--- config.mk ---
export PLATFORM = sky130hd
export DESIGN_NAME = seg_digit_scan_tx
export DESIGN_NICKNAME = d
export VERILOG_FILES = /design/src/rtl/seg_pkg.sv /design/src/rtl/seg_code_encode.sv /design/src/rtl/seg_digit_scan_tx.sv
export SDC_FILE = /design/constraint.sdc
export NUM_CORES = 1
export LEC_CHECK = 0
export BUFFER_PORTS_ARGS = -buffer_cell sky130_fd_sc_hd__buf_2
export CORE_MARGIN = 8
export CORE_UTILIZATION = 60
export CTS_CLUSTER_DIAMETER = 40
export DETAILED_ROUTE_END_ITERATION = 10
export GPL_ROUTABILITY_DRIVEN = 0
export PLACE_DENSITY_LB_ADDON = 0.08
export SLEW_MARGIN = 20
export SYNTH_ARGS = -nofsm -noshare
export SYNTH_HDL_FRONTEND = slang
export SYNTH_SLANG_ARGS = --single-unit
--- constraint.sdc ---
create_clock -name CLOCK -period 6.8 [get_ports CLOCK]
set_input_delay 0.34 -clock CLOCK [delete_from_list [all_inputs] [get_ports CLOCK]]
set_output_delay 0.34 -clock CLOCK [all_outputs]
set_load 0.02 [all_outputs]
--- src/rtl/seg_pkg.sv ---
// seg_pkg: shared code space and 7-segment patterns for the number display path.
// Patterns are active-high, bit0 = a ... bit6 = g.
package seg_pkg;

  typedef logic [4:0] code_t;

  localparam code_t CODE_BLANK  = 5'd0;
  localparam code_t CODE_DIGIT0 = 5'd1;
  localparam code_t CODE_DIGIT9 = 5'd10;

  localparam logic [6:0] SEG_D0    = 7'b0111111;
  localparam logic [6:0] SEG_D1    = 7'b0000110;
  localparam logic [6:0] SEG_D2    = 7'b1011011;
  localparam logic [6:0] SEG_D3    = 7'b1001111;
  localparam logic [6:0] SEG_D4    = 7'b1100110;
  localparam logic [6:0] SEG_D5    = 7'b1101101;
  localparam logic [6:0] SEG_D6    = 7'b1111101;
  localparam logic [6:0] SEG_D7    = 7'b0000111;
  localparam logic [6:0] SEG_D8    = 7'b1111111;
  localparam logic [6:0] SEG_D9    = 7'b1101111;
  localparam logic [6:0] SEG_BLANK = 7'b0000000;

  typedef struct packed {
    code_t [3:0] code;
    logic  [3:0] dp;
  } frame_t;

  // A position that lets a less-significant zero stay blank.
  function automatic logic code_is_lead(input code_t c);
    return (c == CODE_DIGIT0) || (c == CODE_BLANK) || (c > CODE_DIGIT9);
  endfunction

endpackage

--- src/rtl/seg_code_encode.sv ---
// seg_code_encode: 5-bit number code to active-high 7-segment pattern.
// Codes outside 1..10 give a blank pattern and valid = 0.
module seg_code_encode
  import seg_pkg::*;
(
  input  code_t      code,
  output logic [6:0] pattern,
  output logic       valid
);

  // Table lookup; code = digit + 1.
  always_comb begin
    pattern = SEG_BLANK;
    valid   = 1'b1;
    case (code)
      5'd1:    pattern = SEG_D0;
      5'd2:    pattern = SEG_D1;
      5'd3:    pattern = SEG_D2;
      5'd4:    pattern = SEG_D3;
      5'd5:    pattern = SEG_D4;
      5'd6:    pattern = SEG_D5;
      5'd7:    pattern = SEG_D6;
      5'd8:    pattern = SEG_D7;
      5'd9:    pattern = SEG_D8;
      5'd10:   pattern = SEG_D9;
      default: valid   = 1'b0;
    endcase
  end

endmodule

--- src/rtl/seg_digit_scan_tx.sv ---
// seg_digit_scan_tx: double-buffered 4-digit scan driver, active-low pins.
// Optional SEG_LEADING_ZERO_BLANK_EN blanks leading zeros on positions 3..1.
module seg_digit_scan_tx
  import seg_pkg::*;
#(
  parameter int REFRESH_DIV = 100000
) (
  input  logic        CLOCK,
  input  logic        RESET_N,
  input  logic        load,
  input  logic [19:0] codes,
  input  logic [3:0]  dp_mask,
  output logic [6:0]  seg,
  output logic        dp,
  output logic [3:0]  an,
  output logic        pending,
  output logic        frame_tick
);

  localparam int CW = $clog2(REFRESH_DIV);
  localparam logic [CW-1:0] LAST = CW'(REFRESH_DIV - 1);

  logic [CW-1:0] cnt;
  logic [1:0]    idx;
  logic          lit;
  logic          tick;
  logic          start;
  logic          wrap;
  logic          xfer;
  logic [1:0]    idx_nxt;
  frame_t        in_frame;
  frame_t        act_q;
  frame_t        pend_q;
  frame_t        act_nxt;
  code_t         sel_code;
  logic [6:0]    pat;
  logic          pat_ok;
  logic [3:0]    blank;
  logic [6:0]    seg_d;
  logic [3:0]    an_d;
  logic          dp_d;

  assign tick  = (cnt == LAST);
  assign wrap  = tick && lit && (idx == 2'd3);
  assign start = tick && (!lit || (idx == 2'd3));
  assign xfer  = start && pending;

  assign idx_nxt = lit ? idx + 2'd1 : 2'd0;

  assign in_frame.code = codes;
  assign in_frame.dp   = dp_mask;

  assign act_nxt  = xfer ? pend_q : act_q;
  assign sel_code = act_nxt.code[idx_nxt];

  seg_code_encode u_enc (
    .code    (sel_code),
    .pattern (pat),
    .valid   (pat_ok)
  );

  // Leading-zero mask for the frame about to be shown.
  always_comb begin
    blank = 4'b0000;
`ifdef SEG_LEADING_ZERO_BLANK_EN
    blank[3] = act_nxt.code[3] == CODE_DIGIT0;
    blank[2] = (act_nxt.code[2] == CODE_DIGIT0)
            && code_is_lead(act_nxt.code[3]);
    blank[1] = (act_nxt.code[1] == CODE_DIGIT0)
            && code_is_lead(act_nxt.code[3])
            && code_is_lead(act_nxt.code[2]);
`endif
  end

  // Next pin values for the digit selected on this tick.
  always_comb begin
    seg_d = 7'b1111111;
    if (pat_ok && !blank[idx_nxt])
      seg_d = ~pat;
    an_d = ~(4'b0001 << idx_nxt);
    dp_d = ~act_nxt.dp[idx_nxt];
  end

  // Refresh counter and digit index; first tick lights digit 0.
  always_ff @(posedge CLOCK or negedge RESET_N) begin
    if (!RESET_N) begin
      cnt        <= '0;
      idx        <= 2'd0;
      lit        <= 1'b0;
      frame_tick <= 1'b0;
    end else begin
      frame_tick <= wrap;
      if (tick) begin
        cnt <= '0;
        idx <= idx_nxt;
        lit <= 1'b1;
      end else begin
        cnt <= cnt + 1'b1;
      end
    end
  end

  // Pending/active buffers; a load on a boundary waits one frame.
  always_ff @(posedge CLOCK or negedge RESET_N) begin
    if (!RESET_N) begin
      act_q   <= '0;
      pend_q  <= '0;
      pending <= 1'b0;
    end else begin
      if (xfer)
        act_q <= pend_q;
      if (load) begin
        pend_q  <= in_frame;
        pending <= 1'b1;
      end else if (xfer) begin
        pending <= 1'b0;
      end
    end
  end

  // Registered pins, dark until the first tick.
  always_ff @(posedge CLOCK or negedge RESET_N) begin
    if (!RESET_N) begin
      seg <= 7'b1111111;
      an  <= 4'b1111;
      dp  <= 1'b1;
    end else if (tick) begin
      seg <= seg_d;
      an  <= an_d;
      dp  <= dp_d;
    end
  end

endmodule
==> run summary <==
hold_buf cts = 0
FMAX = 0.284 GHz
most frequent cells in the layout = 70 x dfrtp_1, 53 x mux2_2, 39 x buf_2, 19 x nor2_1
Initial Utilization = 0.625
commonest non-fill, non-tap cell in the layout = dfrtp_1
layout cells sized above 1 = 0.375
WL/cell = 16.9 um
minimum clock period = 3.52 ns
Post-CTS Resized = 0
die area = 8980 sq um
Syn Area/Cell = 12.5 sq um
htree depth = 3
pre-CTS setup slack = 3.30 ns
required time of the critical path = 7.08 ns
CP Launch Point = cnt[0]
critical path class = flop to flop
# setup viols final = 0
DRC Markers = 0
Clock Sinks = 82
final hold violations = 0
worst hold path class = input pin to async pin
CP Capture Point = seg[1]
Ys Warns = 0
Core Rows = 28
r2r setup slk = 3.28 ns
port buffer count = 40
clk root buf = clkbuf_8
final number of max-transition violations = 0
power per cell area = 224 nW/um^2
Distinct cells, synth = 45
crit path DAT = 3.80 ns
Tcrit/Tclk final = 0.518
initial antenna violation count = 0
CTS tree = done
GRT Total Usage = 0.176
mapped cell area = 3720 sq um
largest net degree at the start of global routing = 83
CTS buffer count = 9
top-area cell type share of the netlist area = 0.470
Crit path depth = 11
Final ANT Viol Nets = 0
Synth area leader = dfrtp_1
DRT iter0 DRCs = 81
critical-path cell list = ha_1, and4_4, and4_1, buf_4, and3_1, buf_4, mux2_2, a211oi_2, nor3_1, mux2_2, o22a_1
setup ws final = 3.28 ns
Tightest Pin Transition = 0.793 ns
Leak = 1.92 nW
placed cell count = 400
antenna cells = 0
vias in the first global route = 2486
TNS Setup = 0 ns
synthesis-stage register bit count = 82
outcome = finished clean
final-stage net count = 365
RR Startpoint = cnt[0]
dpl cell area = 3940 sq um
Post-synth EDFFs = 0
Worst Clk Skew = 0.0115 ns
first-pass GRT wire length = 12300 um
hpwl dp = 4910 um
final instance area = 4160 sq um
Max Buffers Root-to-Sink = 2
family with the most delay on the worst path = simple AND/OR/NAND/NOR gates
sequential area share after synthesis = 0.555
drt total wl = 7010 um
FF/Latch Area = 2070 sq um
post-DR vias/cell = 5.80
VDD IR max = 0.000160 V
drt pass-1 iters = 4
RR Endpoint = seg[1]
height of the die = 94.8 um
Worst-path clk slew = 0.08 ns
setup repair bufs after CTS = 0
reg2reg path depth = 11
top-level I/O count = 41
Post-Syn Instances = 298
crit-path max cell delay = 0.52 ns
post-layout util = 0.698
Buf/Inv on CP = 2
Core ar. = 5960 sq um
Max Cap Violations = 0
Die W = 94.8 um
highest-delay cell along the critical path = a211oi_2
syn_nets = 327
RSZ-0062 raised after global routing = no
startpoint types = flop
Async S/R FF share, synth = 1.00
clk_lat worst skew = 0.35 ns
Slew HR = 0.471
post-route insts no fill = 416
peak fanout along the critical path = 33
Crit. End Element = flop
Area Growth Syn to Fin = 11.7%
multi-input combinational cell area = 1540 sq um
via count = 2412
GRT overflow = 0
FILL cells = 436
largest cells by area after synthesis = dfrtp_1 47%, mux2_2 16%, dfstp_2 8.5%
Main synth FF type = dfrtp_1
[worst min-delay path by stage]
stage                        start        end  slack [ns]
after CTS                  RESET_N  pend_q[3]        0.19
final                      RESET_N  pend_q[3]        0.01
after floorplan            RESET_N   act_q[0]        0.04
after global placement      cnt[0]     cnt[0]        0.47
after detailed placement  act_q[3]   act_q[3]        0.49
after global routing       RESET_N  pend_q[0]        0.09
[per-stage QoR]
stage / total power [mW] / hold WS [ns]
after floorplan: 0.539 / 0.0444
after global placement: 0.560 / 0.466
after detailed placement: 0.562 / 0.492
after CTS: 0.942 / 0.194
after global routing: 0.972 / 0.0869
final: 0.933 / 0.0145
[final cells by class]
class	count	share of cell area
Tap cell	75	0.0226
Inverter	7	0.00632
Multi-Input combinational cell	194	0.369
Sequential cell	82	0.497
Clock buffer	13	0.0358
Clock inverter	3	0.0156
Timing Repair Buffer	42	0.0532
[power breakdown]
part | switching, mW | total (mW) | internal [mW]
clock | 0.164 | 0.381 | 0.217
sequential | 0.0110 | 0.513 | 0.502
combinational | 0.0179 | 0.0386 | 0.0207
total | 0.193 | 0.933 | 0.740
[sequential cells by signal, summed over array words and instances, names as in the netlist]
register,cells
act_q,24
pend_q,24
cnt,17
seg,7
an,4
idx,2
dp,1
frame_tick,1
lit,1
pending,1
[worst reg2reg max path, cell delays in order, from the launching register on]
cell      delay [ns]
dfrtp_1         0.40
ha_1            0.22
and4_4          0.24
and4_1          0.18
buf_4           0.31
and3_1          0.21
buf_4           0.37
mux2_2          0.40
a211oi_2        0.53
nor3_1          0.16
mux2_2          0.29
o22a_1          0.15
[metal layers]
metal / up-vias / GRT usage / routed length, um
li1: 1156 / - / -
met1: 1200 / 0.228 / 3170
met2: 43 / 0.276 / 3420
met3: 13 / 0.0381 / 278
met4: 0 / 0.0819 / 136
met5: - / 0 / 0
[cell usage after synthesis, types with 2 or more instances]
cell type and count:
dfrtp_1 70, mux2_2 53, nor2_1 19, dfstp_2 12, nand2_1 12, a21oi_1 10, nand3_1 10, o22ai_1 10
mux2i_1 9, xnor2_1 8, clkbuf_1 7, inv_1 7, xor2_1 7, and3_1 6, nor3_1 5, a22oi_1 4
o21ai_0 4, a21o_1 3, nand4_1 3, nor2b_1 3, o22a_1 3, and2_1 2, and4_1 2, buf_1 2
buf_2 2, buf_6 2, ha_1 2, nand2b_1 2, nor4bb_1 2, or3b_2 2
[cells by family (layout without fill, tap and decap cells)]
logic type | after synthesis | in the layout | synth area share
AOI/OAI and AO/OA | 42 | 42 | 0.0817
buffers and inverters | 22 | 65 | 0.0323
adders and majority gates | 2 | 2 | 0.00672
DFF | 82 | 82 | 0.555
xor gates and xnor gates | 15 | 15 | 0.0353
and+or+nand+nor | 73 | 73 | 0.105
muxes | 62 | 62 | 0.184
Power figures use the tool's default switching activity.
